[config.mk]
export PLATFORM = sky130hd
export DESIGN_NAME = detector_jogada
export DESIGN_NICKNAME = d
export VERILOG_FILES = /design/src/rtl/detector_jogada.sv
export SDC_FILE = /design/constraint.sdc
export NUM_CORES = 1
export LEC_CHECK = 0
export ABC_AREA = 1
export BUFFER_PORTS_ARGS = -buffer_cell sky130_fd_sc_hd__buf_2
export CORE_ASPECT_RATIO = 2
export CORE_UTILIZATION = 25
export DETAILED_ROUTE_END_ITERATION = 8
export SKIP_CTS_REPAIR_TIMING = 1
export SYNTH_ARGS = -nofsm -noshare
export SYNTH_HDL_FRONTEND = slang
export SYNTH_SLANG_ARGS = --single-unit
[constraint.sdc]
create_clock -name clock -period 2.1 [get_ports clock]
set_input_delay 0.42 -clock clock [delete_from_list [all_inputs] [get_ports clock]]
set_output_delay 0.42 -clock clock [all_outputs]
set_load 0.005 [all_outputs]
[src/rtl/detector_jogada.sv]
// -----------------------------------------------------------------------------
// detector_jogada
//   Player-input front end for the game control unit. The raw buttons are
//   synchronised with two flops and debounced. A clean single-button press
//   produces a one-cycle fez_jogada pulse and updates the held one-hot jogada
//   code. A multi-button press produces a one-cycle erro_multiplo pulse
//   instead. Every press has to be released, and the release debounced,
//   before another press is accepted.
//
// Ports
//   clock          in   1         system clock, rising edge
//   reset          in   1         synchronous, active-high
//   habilita       in   1         accept new presses
//   limpa          in   1         synchronous clear of jogada
//   botoes         in   N_BOTOES  raw asynchronous buttons, active-high
//   fez_jogada     out  1         one-cycle pulse: valid press captured
//   jogada         out  N_BOTOES  one-hot code of the last valid press
//   erro_multiplo  out  1         one-cycle pulse: several buttons held
//   db_estado      out  3         current FSM state code (debug)
// -----------------------------------------------------------------------------
module detector_jogada #(
    parameter int N_BOTOES        = 4,
    parameter int DEBOUNCE_CICLOS = 50000
) (
    input  logic                clock,
    input  logic                reset,
    input  logic                habilita,
    input  logic                limpa,
    input  logic [N_BOTOES-1:0] botoes,
    output logic                fez_jogada,
    output logic [N_BOTOES-1:0] jogada,
    output logic                erro_multiplo,
    output logic [2:0]          db_estado
);

    localparam int              CW      = $clog2(DEBOUNCE_CICLOS) + 1;
    localparam logic [CW-1:0]   CNT_FIM = CW'(DEBOUNCE_CICLOS - 1);
    localparam logic [CW-1:0]   CNT_MAX = '1;

    typedef enum logic [2:0] {
        OCIOSO        = 3'd0,
        FILTRANDO     = 3'd1,
        PULSO         = 3'd2,
        INVALIDA      = 3'd3,
        ESPERA_SOLTAR = 3'd4
    } estado_t;

    estado_t               state_reg, state_next;
    logic [CW-1:0]         cnt_reg, cnt_next, cnt_inc;
    logic [N_BOTOES-1:0]   amostra_reg, amostra_next;
    logic [N_BOTOES-1:0]   jogada_reg, jogada_next;
    logic [N_BOTOES-1:0]   sync1_reg, sync2_reg;
    logic [N_BOTOES-1:0]   botoes_s;
    logic                  armed_reg, armed_next;
    logic                  amostra_one_hot;

    assign botoes_s = sync2_reg;

    // Saturating increment: the counter never wraps back to zero.
    assign cnt_inc = (cnt_reg == CNT_MAX) ? cnt_reg : cnt_reg + 1'b1;

    // Exactly one bit set: non-zero and clearing the lowest set bit leaves 0.
    assign amostra_one_hot = (amostra_reg != '0) &&
                             ((amostra_reg & (amostra_reg - 1'b1)) == '0);

    always_ff @(posedge clock) begin
        if (reset) begin
            sync1_reg   <= '0;
            sync2_reg   <= '0;
            state_reg   <= OCIOSO;
            cnt_reg     <= '0;
            amostra_reg <= '0;
            jogada_reg  <= '0;
            armed_reg   <= 1'b1;
        end else begin
            sync1_reg   <= botoes;
            sync2_reg   <= sync1_reg;
            state_reg   <= state_next;
            cnt_reg     <= cnt_next;
            amostra_reg <= amostra_next;
            jogada_reg  <= jogada_next;
            armed_reg   <= armed_next;
        end
    end

    always_comb begin
        state_next   = state_reg;
        cnt_next     = cnt_reg;
        amostra_next = amostra_reg;
        // A capture on PULSO entry below overrides this clear.
        jogada_next  = limpa ? '0 : jogada_reg;

        // armed drops when a press is seen idle while habilita is low, so
        // that press cannot be picked up later when habilita rises; only a
        // return to all-released re-arms the detector.
        armed_next = armed_reg;
        if (botoes_s == '0) begin
            armed_next = 1'b1;
        end else if (state_reg == OCIOSO && !habilita) begin
            armed_next = 1'b0;
        end

        case (state_reg)
            OCIOSO: begin
                cnt_next = '0;
                if (habilita && botoes_s != '0 && armed_reg) begin
                    state_next   = FILTRANDO;
                    amostra_next = botoes_s;
                end
            end
            FILTRANDO: begin
                if (!habilita || botoes_s != amostra_reg) begin
                    state_next = OCIOSO;
                    cnt_next   = '0;
                end else if (cnt_reg == CNT_FIM) begin
                    if (amostra_one_hot) begin
                        state_next  = PULSO;
                        jogada_next = amostra_reg;
                    end else begin
                        state_next = INVALIDA;
                    end
                end else begin
                    cnt_next = cnt_inc;
                end
            end
            PULSO, INVALIDA: begin
                state_next = ESPERA_SOLTAR;
                cnt_next   = '0;
            end
            ESPERA_SOLTAR: begin
                if (botoes_s != '0) begin
                    cnt_next = '0;
                end else if (cnt_reg == CNT_FIM) begin
                    state_next = OCIOSO;
                end else begin
                    cnt_next = cnt_inc;
                end
            end
            default: begin
                state_next = OCIOSO;
                cnt_next   = '0;
            end
        endcase
    end

    assign fez_jogada    = (state_reg == PULSO);
    assign erro_multiplo = (state_reg == INVALIDA);
    assign jogada        = jogada_reg;
    assign db_estado     = state_reg;

endmodule
==> results of run 1 <==
[layout make-up]
cell class                 instances  area (um2)  share of cell area
sequential                        37       740.7              0.3231
inverter                          46       186.4             0.08133
multi-input combinational        193        1002              0.4372
clock buffer                       5       125.1             0.05459
tap                               94       117.6             0.05131
timing repair buffer              18       95.09             0.04148
clock inverter                     3       25.02             0.01092
[through the flow]
stage | power, mW | cells
after floorplan | 1.090 | 278
after global placement | 1.173 | 388
after detailed placement | 1.180 | 388
after CTS | 1.974 | 396
after global routing | 2.060 | 396
final | 1.940 | 396
[worst max-delay path by stage]
stage                          start          end  slack [ns]  depth (start not counted)
final                     cnt_reg[0]   cnt_reg[3]        0.29                          9
after global routing      cnt_reg[0]   cnt_reg[2]        0.05                          9
after CTS                 cnt_reg[0]   cnt_reg[3]        0.29                          9
after detailed placement  cnt_reg[0]   cnt_reg[2]        0.31                          9
after global placement    cnt_reg[0]  cnt_reg[11]        0.36                         10
after floorplan           cnt_reg[0]  cnt_reg[15]        0.64                          9
[placed cells by master, fill, tap and decap left out, types with 2 or more instances in the layout]
cell / synthesis / layout
buf_2: 0 / 16
nand3_2: 2 / 2
nand2_4: 2 / 2
nand4_1: 9 / 9
inv_1: 35 / 35
o21ai_2: 2 / 2
buf_4: 0 / 2
clkbuf_16: 0 / 5
nand2_2: 7 / 7
o21ai_0: 5 / 5
dfxtp_1: 37 / 37
inv_2: 8 / 8
nand3_1: 11 / 11
nor2_1: 36 / 36
nor3_1: 10 / 10
a21oi_1: 17 / 17
nor2_4: 2 / 2
nor2_2: 6 / 6
xor2_1: 5 / 5
nand2_1: 68 / 68
[worst max-delay path: cells and delay by family, from the launching register on]
family / cells / cell delay (ns)
compound gates: 1 / 0.11
fa+ha+maj: 1 / 0.22
buf+inv: 1 / 0.24
flops: 1 / 0.37
simple gates: 6 / 0.80
[per-layer routing]
metal,vias up,share of wire
met1,795,0.37
met4,0,0.044
met2,27,0.56
met5,-,0
li1,919,-
met3,15,0.020
[logic make-up (layout without fill, tap and decap cells)]
kind of cell / after synthesis / count (layout)
AND/OR/NAND/NOR: 160 / 160
buffers and inverters: 48 / 72
flip-flops: 37 / 37
AO/OA/AOI/OAI: 27 / 27
XOR/XNOR: 5 / 5
adder cells (fa/ha/maj): 1 / 1
[power by group]
group / leakage, nW / switching, mW / total, mW / internal [mW]
clock network: 0.0704 / 0.332 / 0.778 / 0.446
registers: 0.301 / 0.0482 / 0.791 / 0.743
logic: 0.608 / 0.239 / 0.371 / 0.132
total: 0.979 / 0.619 / 1.94 / 1.32
==> summary.md, run 1 <==
| Metric | Value |
|---|---|
| Status | `finished clean` |
| Die X | `64.36 um` |
| Post-synthesis mux area share | `0` |
| Worst-path maximum fanout | `12` |
| Fin Setup TNS | `0 ns` |
| FF-to-FF setup slack | `0.29 ns` |
| Drt first pass iters | `4` |
| Final setup margin | `0.2905 ns` |
| Largest stage delay, worst path | `0.37 ns` |
| Critical-path top delay cell | `dfxtp_1` |
| Gr busiest metal | `met2` |
| Largest area contributor in the netlist | `dfxtp_1` |
| Crit path cell chain | `ha_1 > nand2_2 > nor2_2 > nand2_2 > nor2_4 > nand4_2 > inv_1 > nor2_1 > a21oi_2` |
| Number of flip-flops in the largest register | `17` |
| Post-Synthesis Net Count | `287` |
| Most used cell, CP | `nand2_2` |
| Post-Synth Adder-Cell Area | `0.006435` |
| Syn Area/Cell | `6.994 um2` |
| Antenna violations before repair | `0` |
| # IOs | `17` |
| Met2 Use GR | `0.2223` |
| CTS Buffer Depth | `2` |
| Post-synthesis compound-gate area fraction | `0.07979` |
| Die area | `0.008156 mm2` |
| Critical path endpoint category | `register` |
| Period utilization | `0.8617` |
| Wire per inst | `10.93 um` |
| Inserted Clock Buffers | `5` |
| Post-route cell area | `0.002292 mm2` |
| Total grt overflow | `0` |
| CTS Sinks | `37` |
| Fin crit period | `1.810 ns` |
| Worst min path class | `in2reg` |
| Prevailing post-synth register cell | `dfxtp_1` |
| #FFs+latches synth | `37` |
| Place WS | `0.3123 ns` |
| R2R Path End | `cnt_reg[3]` |
| Synth Instances | `278` |
| Hold Path Origin | `botoes[1]` |
| RSZ-0062 raised after global routing | `false` |
| # rows | `45` |
| GR Layer Usage met1 | `0.1082` |
| Post-DR vias/cell | `4.434` |
| Post-synth ARST share | `0` |
| Clk Latency, worst-skew pair | `0.29 ns` |
| Gr usage total | `0.1179` |
| Peak VDD IR | `0.3292 mV` |
| Core Util, Final | `0.3038` |
| Xor/xnor share of the synthesized area | `0.02252` |
| Most frequent cells after synthesis | `nand2_1, dfxtp_1, nor2_1` |
| I/O Buffers | `16` |
| Post-Place Cell Area | `0.002142 mm2` |
| Max cap viols | `0` |
| Hold endpoint | `sync1_reg[1]` |
| Hold WS | `0.3302 ns` |
| Via count | `1,756` |
| Core area | `0.007545 mm2` |
| Die H | `126.7 um` |
| Placer congestion estimate | `0.9548` |
| Vias in the first global route | `1,684` |
| Starting DRT DRC Count | `68` |
| Slew headroom | `0.7490` |
| Nets | `310` |
| WL final | `4328 um` |
| Fin. Hold Viols | `0` |
| Main combinational cell family by area after synthesis | `simple AND/OR/NAND/NOR gates` |
| Hpwl dp | `3359 um` |
| Synth unique cells | `33` |
| Initial Utilization | `0.2577` |
| Origin of the critical flop-to-flop path | `cnt_reg[0]` |
| EDFF count, synth | `0` |
| Leakage power | `0.9791 nW` |
| Count of pins over their slew limit | `0` |
| Syn. warnings | `0` |
| WHS Path Cells | `3` |
| Count leader, synth | `nand2_1` |
| Maximum clock frequency | `552.6 MHz` |
| Ant. Diodes | `0` |
| Share of cells above drive strength 1 | `0.2152` |
| Seq/Total Area, Yosys | `0.3810` |
| Largest net degree at the start of global routing | `15` |
| Synth area leaders | `dfxtp_1, nand2_1, nor2_1, inv_1, a21oi_1` |
| # DRC | `0` |
| Crit Path Category | `reg2reg` |
| First-pass GRT wire length | `7348 um` |
| Worst clock skew | `0.003347 ns` |
| Clock Tree Root | `clkbuf_16` |
| Startpoint types | `register` |
| Fillers | `813` |
| Worst Path Required | `2.32 ns` |
| PwrDens | `846.5 mW/mm2` |
| Area delta synth->final | `17.89%` |
| Synthesized area | `0.001944 mm2` |
| Reg2reg path depth | `9` |
| Post-route ant nets | `0` |
| Simple logic cell fraction of the synthesized area | `0.4067` |
| Worst-margin pin slew | `0.3756 ns` |
| TritonCTS clock tree | `yes` |
| Worst path arrival time | `2.03 ns` |
| Met3 GRT Util | `0.01439` |
| CTS clock-pin slew for the worst setup and hold paths | `0.06 ns` |
| Final setup viols | `0` |
| H-tree levels | `2` |
| Top cell type's share of synthesized area | `0.3810` |
Power figures use the tool's default switching activity.
==> run 2, diff against run 1 <==
ABC_AREA = not set   (was 1)
==> summary.md, run 2 <==
| Metric | Value |
|---|---|
| Max cap viols | `0 (unchanged)` |
| Crit Path Category | `reg2reg (unchanged)` |
| # IOs | `17 (unchanged)` |
| Area delta synth->final | `21.39% (was 17.89%)` |
| Worst-margin pin slew | `0.5694 ns (was 0.3756 ns)` |
| Post-Place Cell Area | `0.001897 mm2 (was 0.002142 mm2)` |
| Period utilization | `0.8944 (was 0.8617)` |
| Final setup viols | `0 (unchanged)` |
| PwrDens | `797.3 mW/mm2 (was 846.5 mW/mm2)` |
| RSZ-0062 raised after global routing | `false (unchanged)` |
| Die X | `60.55 um (was 64.36 um)` |
| Most frequent cells after synthesis | `dfxtp_1, nor2_1, nand3_1 (was nand2_1, dfxtp_1, nor2_1)` |
| Count of pins over their slew limit | `0 (unchanged)` |
| Starting DRT DRC Count | `59 (was 68)` |
| Clock Tree Root | `clkbuf_16 (unchanged)` |
| Vias in the first global route | `1,349 (was 1,684)` |
| Hpwl dp | `2724 um (was 3359 um)` |
| Post-Synthesis Net Count | `201 (was 287)` |
| Synth area leaders | `dfxtp_1, nor2_1, nand3_1, nor2b_1, xor2_1 (was dfxtp_1, nand2_1, nor2_1, inv_1, a21oi_1)` |
| Antenna violations before repair | `0 (unchanged)` |
| Total grt overflow | `0 (unchanged)` |
| Slew headroom | `0.6204 (was 0.7490)` |
| CTS clock-pin slew for the worst setup and hold paths | `0.05 ns (was 0.06 ns)` |
| Core area | `0.006621 mm2 (was 0.007545 mm2)` |
| Synth unique cells | `41 (was 33)` |
| Peak VDD IR | `0.2352 mV (was 0.3292 mV)` |
| # DRC | `0 (unchanged)` |
| First-pass GRT wire length | `5982 um (was 7348 um)` |
| Critical path endpoint category | `register (unchanged)` |
| Nets | `220 (was 310)` |
| Post-DR vias/cell | `4.750 (was 4.434)` |
| Largest net degree at the start of global routing | `22 (was 15)` |
| WHS Path Cells | `2 (was 3)` |
| Drt first pass iters | `4 (unchanged)` |
| Worst-path maximum fanout | `5 (was 12)` |
| EDFF count, synth | `0 (unchanged)` |
| Fin Setup TNS | `0 ns (unchanged)` |
| Post-route cell area | `0.002081 mm2 (was 0.002292 mm2)` |
| Leakage power | `0.7396 nW (was 0.9791 nW)` |
| H-tree levels | `2 (unchanged)` |
| Hold WS | `0.3485 ns (was 0.3302 ns)` |
| Share of cells above drive strength 1 | `0.1981 (was 0.2152)` |
| Gr usage total | `0.1145 (was 0.1179)` |
| Largest area contributor in the netlist | `dfxtp_1 (unchanged)` |
| Maximum clock frequency | `532.4 MHz (was 552.6 MHz)` |
| Worst Path Required | `2.28 ns (was 2.32 ns)` |
| #FFs+latches synth | `37 (unchanged)` |
| CTS Sinks | `37 (unchanged)` |
| Inserted Clock Buffers | `5 (unchanged)` |
| Most frequent cells in the layout | `dfxtp_1, nor2_1, buf_2 (was nand2_1, dfxtp_1, nor2_1)` |
| Via count | `1,425 (was 1,756)` |
| Seq/Total Area, Yosys | `0.4321 (was 0.3810)` |
| Clk Latency, worst-skew pair | `0.28 ns (was 0.29 ns)` |
| Worst min path class | `in2reg (unchanged)` |
| Startpoint types | `register (unchanged)` |
| Prevailing post-synth register cell | `dfxtp_1 (unchanged)` |
| Post-route ant nets | `0 (unchanged)` |
| Worst clock skew | `0.004499 ns (was 0.003347 ns)` |
| Fin. Hold Viols | `0 (unchanged)` |
| Ant. Diodes | `0 (unchanged)` |
| Synth Instances | `192 (was 278)` |
| Post-synth ARST share | `0 (unchanged)` |
| Reg2reg path depth | `5 (was 9)` |
| # rows | `42 (was 45)` |
| I/O Buffers | `16 (unchanged)` |
| Synthesized area | `0.001714 mm2 (was 0.001944 mm2)` |
| Syn Area/Cell | `8.928 um2 (was 6.994 um2)` |
| Fin crit period | `1.878 ns (was 1.810 ns)` |
| Number of flip-flops in the largest register | `17 (unchanged)` |
| Commonest non-fill, non-tap cell in the layout | `dfxtp_1 (was nand2_1)` |
| Top cell type's share of synthesized area | `0.4321 (was 0.3810)` |
| Placer congestion estimate | `0.7891 (was 0.9548)` |
| Die area | `0.007212 mm2 (was 0.008156 mm2)` |
| Worst path arrival time | `2.05 ns (was 2.03 ns)` |
| Die H | `119.1 um (was 126.7 um)` |
| Count leader, synth | `dfxtp_1 (was nand2_1)` |
| TritonCTS clock tree | `yes (unchanged)` |
| WL final | `3567 um (was 4328 um)` |
| Status | `finished clean (unchanged)` |
| CTS Buffer Depth | `2 (unchanged)` |
| Wire per inst | `11.89 um (was 10.93 um)` |
| Syn. warnings | `0 (unchanged)` |
| Initial Utilization | `0.2589 (was 0.2577)` |
[run 2: cell types whose count changed in the layout (fill, tap and decap cells not counted), moves of 6 or more]
cell and delta:
nor2_2 -6, nand2_1 -59, nand2_2 -7, inv_1 -32
a21oi_1 -9, xnor2_1 +6, nor2_1 -8, nor2b_1 +12
inv_2 -8
[run 2: path summary, 6_finish.rpt]
| kind | startpoint | endpoint | slack [ns] |
|---|---|---|---|
| hold reg to reg | sync1_reg[3] | botoes_s[3] | 0.43 |
| hold / removal | botoes[2] | sync1_reg[2] | 0.35 |
| setup reg to reg | cnt_reg[10] | db_estado[0] | 0.22 |
| setup / recovery | cnt_reg[10] | db_estado[0] | 0.22 |
[run 2: cell type report]
type / count / area [um2]
Fill cell: 730 / 4541
Multi-Input combinational cell: 145 / 943.4
Sequential cell: 37 / 740.7
Clock buffer: 7 / 142.6
Tap cell: 88 / 110.1
Timing Repair Buffer: 19 / 102.6
Clock inverter: 1 / 30.03
Inverter: 3 / 11.26
[run 2: cell families (layout without fill, tap and decap cells)]
kind of cell	Yosys count	count (layout)	share of synthesized area
multiplexers	5	5	0.02920
AO/OA/AOI/OAI	24	24	0.1022
buffers and inverters	10	30	0.02408
XOR/XNOR	14	14	0.07153
adder cells (fa/ha/maj)	1	1	0.007298
AND/OR/NAND/NOR	101	101	0.3336
flip-flops	37	37	0.4321
[run 2: metrics by stage]
step                worst slack, ns  std cells  total power [mW]  utilization
global route                0.06496        300             1.729       0.3142
floorplan                    0.4018        192            0.7846            -
global placement             0.1812        292            0.8107       0.2865
CTS                          0.1284        300             1.687       0.3125
detailed placement           0.1528        292            0.8123       0.2865
finish                       0.2218        300             1.659       0.3142
[run 2: critical path, stage by stage, from the launching register on]
cell and delay [ns]:
dfxtp_1 0.36, nor4_1 0.47, and4_1 0.40, nand4_1 0.12, o2bb2ai_1 0.14, a221oi_1 0.28
[run 2: per-layer routing]
layer  vias up  global-route usage  part of all wire
li1        720                   -                 -
met4         0              0.1009             0.061
met2        27              0.2019              0.55
met3        15             0.02497             0.025
met1       663             0.09980              0.36
met5         -                   0                 0
[run 2: where the power goes]
part,leakage [nW],switching [mW],internal [mW]
Sequential,0.300,0.00983,0.715
Clock,0.0841,0.271,0.592
Combinational,0.355,0.0374,0.0338
==> run 3, diff against run 2 <==
clock period = 1.8 ns   (was 2.1 ns; I/O delays follow)
==> summary.md, run 3 (synthesis results as in run 2) <==
| Metric | Value |
|---|---|
| Starting DRT DRC Count | `67 (was 59)` |
| Placer congestion estimate | `0.8495 (was 0.7891)` |
| Slew headroom | `0.7081 (was 0.6204)` |
| Post-DR vias/cell | `4.711 (was 4.750)` |
| # IOs | `17 (unchanged)` |
| Worst Path Required | `1.97 ns (was 2.28 ns)` |
| Via count | `1,531 (was 1,425)` |
| Fin. Hold Viols | `0 (unchanged)` |
| Ant. Diodes | `0 (unchanged)` |
| Gate power share | `0.057 (was 0.043)` |
| Core area | `0.006621 mm2 (unchanged)` |
| First-pass GRT wire length | `6975 um (was 5982 um)` |
| Die X | `60.55 um (unchanged)` |
| Post-route ant nets | `0 (unchanged)` |
| Crit Path Category | `reg2reg (unchanged)` |
| Clock Tree Root | `clkbuf_16 (unchanged)` |
| Vias in the first global route | `1,590 (was 1,349)` |
| Critical-path top delay cell | `or4_4 (was nor4_1)` |
| Maximum clock frequency | `596.2 MHz (was 532.4 MHz)` |
| Crit path max-delay family | `simple AND/OR/NAND/NOR gates (unchanged)` |
| Hpwl dp | `3071 um (was 2724 um)` |
| Worst-margin pin slew | `0.4342 ns (was 0.5694 ns)` |
| Fin crit period | `1.677 ns (was 1.878 ns)` |
| Number of flip-flops in the largest register | `17 (unchanged)` |
| Leakage power | `0.8834 nW (was 0.7396 nW)` |
| Clk Latency, worst-skew pair | `0.29 ns (was 0.28 ns)` |
| WL final | `4077 um (was 3567 um)` |
| Die H | `119.1 um (unchanged)` |
| Initial Utilization | `0.2589 (unchanged)` |
| # DRC | `0 (unchanged)` |
| Worst path arrival time | `1.85 ns (was 2.05 ns)` |
| Largest net degree at the start of global routing | `21 (was 22)` |
| Share of cells above drive strength 1 | `0.3291 (was 0.1981)` |
| Worst clock skew | `0.006374 ns (was 0.004499 ns)` |
| Nets | `245 (was 220)` |
| Largest stage delay, worst path | `0.59 ns (was 0.47 ns)` |
| Startpoint types | `register (unchanged)` |
| Status | `finished clean (unchanged)` |
| Commonest non-fill, non-tap cell in the layout | `dfxtp_1 (unchanged)` |
| I/O Buffers | `16 (unchanged)` |
| Area delta synth->final | `34.82% (was 21.39%)` |
| FF-to-FF setup slack | `0.12 ns (was 0.22 ns)` |
| Antenna violations before repair | `0 (unchanged)` |
| Worst min path class | `in2reg (unchanged)` |
| H-tree levels | `2 (unchanged)` |
| # rows | `42 (unchanged)` |
| Seq pwr share | `0.451 (was 0.437)` |
| Hold WS | `0.2840 ns (was 0.3485 ns)` |
| Final setup viols | `0 (unchanged)` |
| Critical path endpoint category | `register (unchanged)` |
| Post-Place Cell Area | `0.002097 mm2 (was 0.001897 mm2)` |
| Period utilization | `0.9318 (was 0.8944)` |
| Inserted Clock Buffers | `5 (unchanged)` |
| Drt first pass iters | `4 (unchanged)` |
| Buf/Inv on CP | `0 (unchanged)` |
| CTS Buffer Depth | `2 (unchanged)` |
| Switching Fraction | `0.2130 (was 0.1918)` |
| PwrDens | `810.6 mW/mm2 (was 797.3 mW/mm2)` |
| Most frequent cells in the layout | `dfxtp_1, nor2_1, buf_4 (was dfxtp_1, nor2_1, buf_2)` |
| Clk pwr share | `0.491 (was 0.520)` |
| Post-route cell area | `0.002311 mm2 (was 0.002081 mm2)` |
| Gr usage total | `0.1332 (was 0.1145)` |
| TritonCTS clock tree | `yes (unchanged)` |
| Wire per inst | `12.54 um (was 11.89 um)` |
| Switch Pwr | `0.3990 mW (was 0.3182 mW)` |
| CTS Sinks | `37 (unchanged)` |
| Worst-path maximum fanout | `6 (was 5)` |
| Die area | `0.007212 mm2 (unchanged)` |
| Max cap viols | `0 (unchanged)` |
| Peak VDD IR | `0.3270 mV (was 0.2352 mV)` |
| Total grt overflow | `0 (unchanged)` |
| Crit path cell chain | `ha_1 > nand3_1 > or4_4 > nand4_1 > xor2_1 > nor2_1 (was nor4_1 > and4_1 > nand4_1 > o2bb2ai_1 > a221oi_1)` |
| Count of pins over their slew limit | `0 (unchanged)` |
| Internal power | `1.474 mW (was 1.341 mW)` |
| CTS clock-pin slew for the worst setup and hold paths | `0.05 ns (about the same)` |
## run 3: power by group through the flow
stage	combinational [mW]	clock [mW]	sequential, mW
after global routing	0.116	0.988	0.847
after CTS	0.103	0.951	0.845
final	0.108	0.920	0.845
after global placement	0.101	0	0.862
after floorplan	0.0551	0	0.860
after detailed placement	0.103	0	0.863
## run 3: worst paths after layout
kind,startpoint,endpoint,cells after the start
max,cnt_reg[1],cnt_reg[11],6
min,botoes[2],sync1_reg[2],2
max reg2reg,cnt_reg[1],cnt_reg[11],6
min reg2reg,sync1_reg[1],botoes_s[1],1
## run 3: per-layer routing
| metal | vias to the layer above | GRT usage | wire, um |
|---|---|---|---|
| met5 | - | 0 | 0 |
| met4 | 0 | 0.1165 | 249 |
| met3 | 16 | 0.04560 | 100 |
| met2 | 26 | 0.2280 | 2297 |
| met1 | 718 | 0.1132 | 1431 |
| li1 | 771 | - | - |
## run 3: layout make-up
| cell class | count | area, um2 |
|---|---|---|
| Fill cell | 703 | 4310 |
| Multi-Input combinational cell | 145 | 982.2 |
| Sequential cell | 37 | 747.0 |
| Timing Repair Buffer | 44 | 302.8 |
| Clock buffer | 7 | 152.6 |
| Tap cell | 88 | 110.1 |
| Inverter | 3 | 11.26 |
| Clock inverter | 1 | 5.005 |
## run 3: stage by stage
step | setup slack (ns) | util | std cells | power [mW] | setup TNS (ns)
after floorplan | 0.1018 | - | 192 | 0.9154 | 0
after global placement | -0.02230 | 0.3167 | 317 | 0.9630 | -0.02230
after detailed placement | -0.02219 | 0.3167 | 317 | 0.9654 | -0.02219
after CTS | -0.03813 | 0.3405 | 325 | 1.899 | -0.03813
after global routing | -0.001203 | 0.3490 | 325 | 1.951 | -0.001203
final | 0.1227 | 0.3490 | 325 | 1.873 | 0
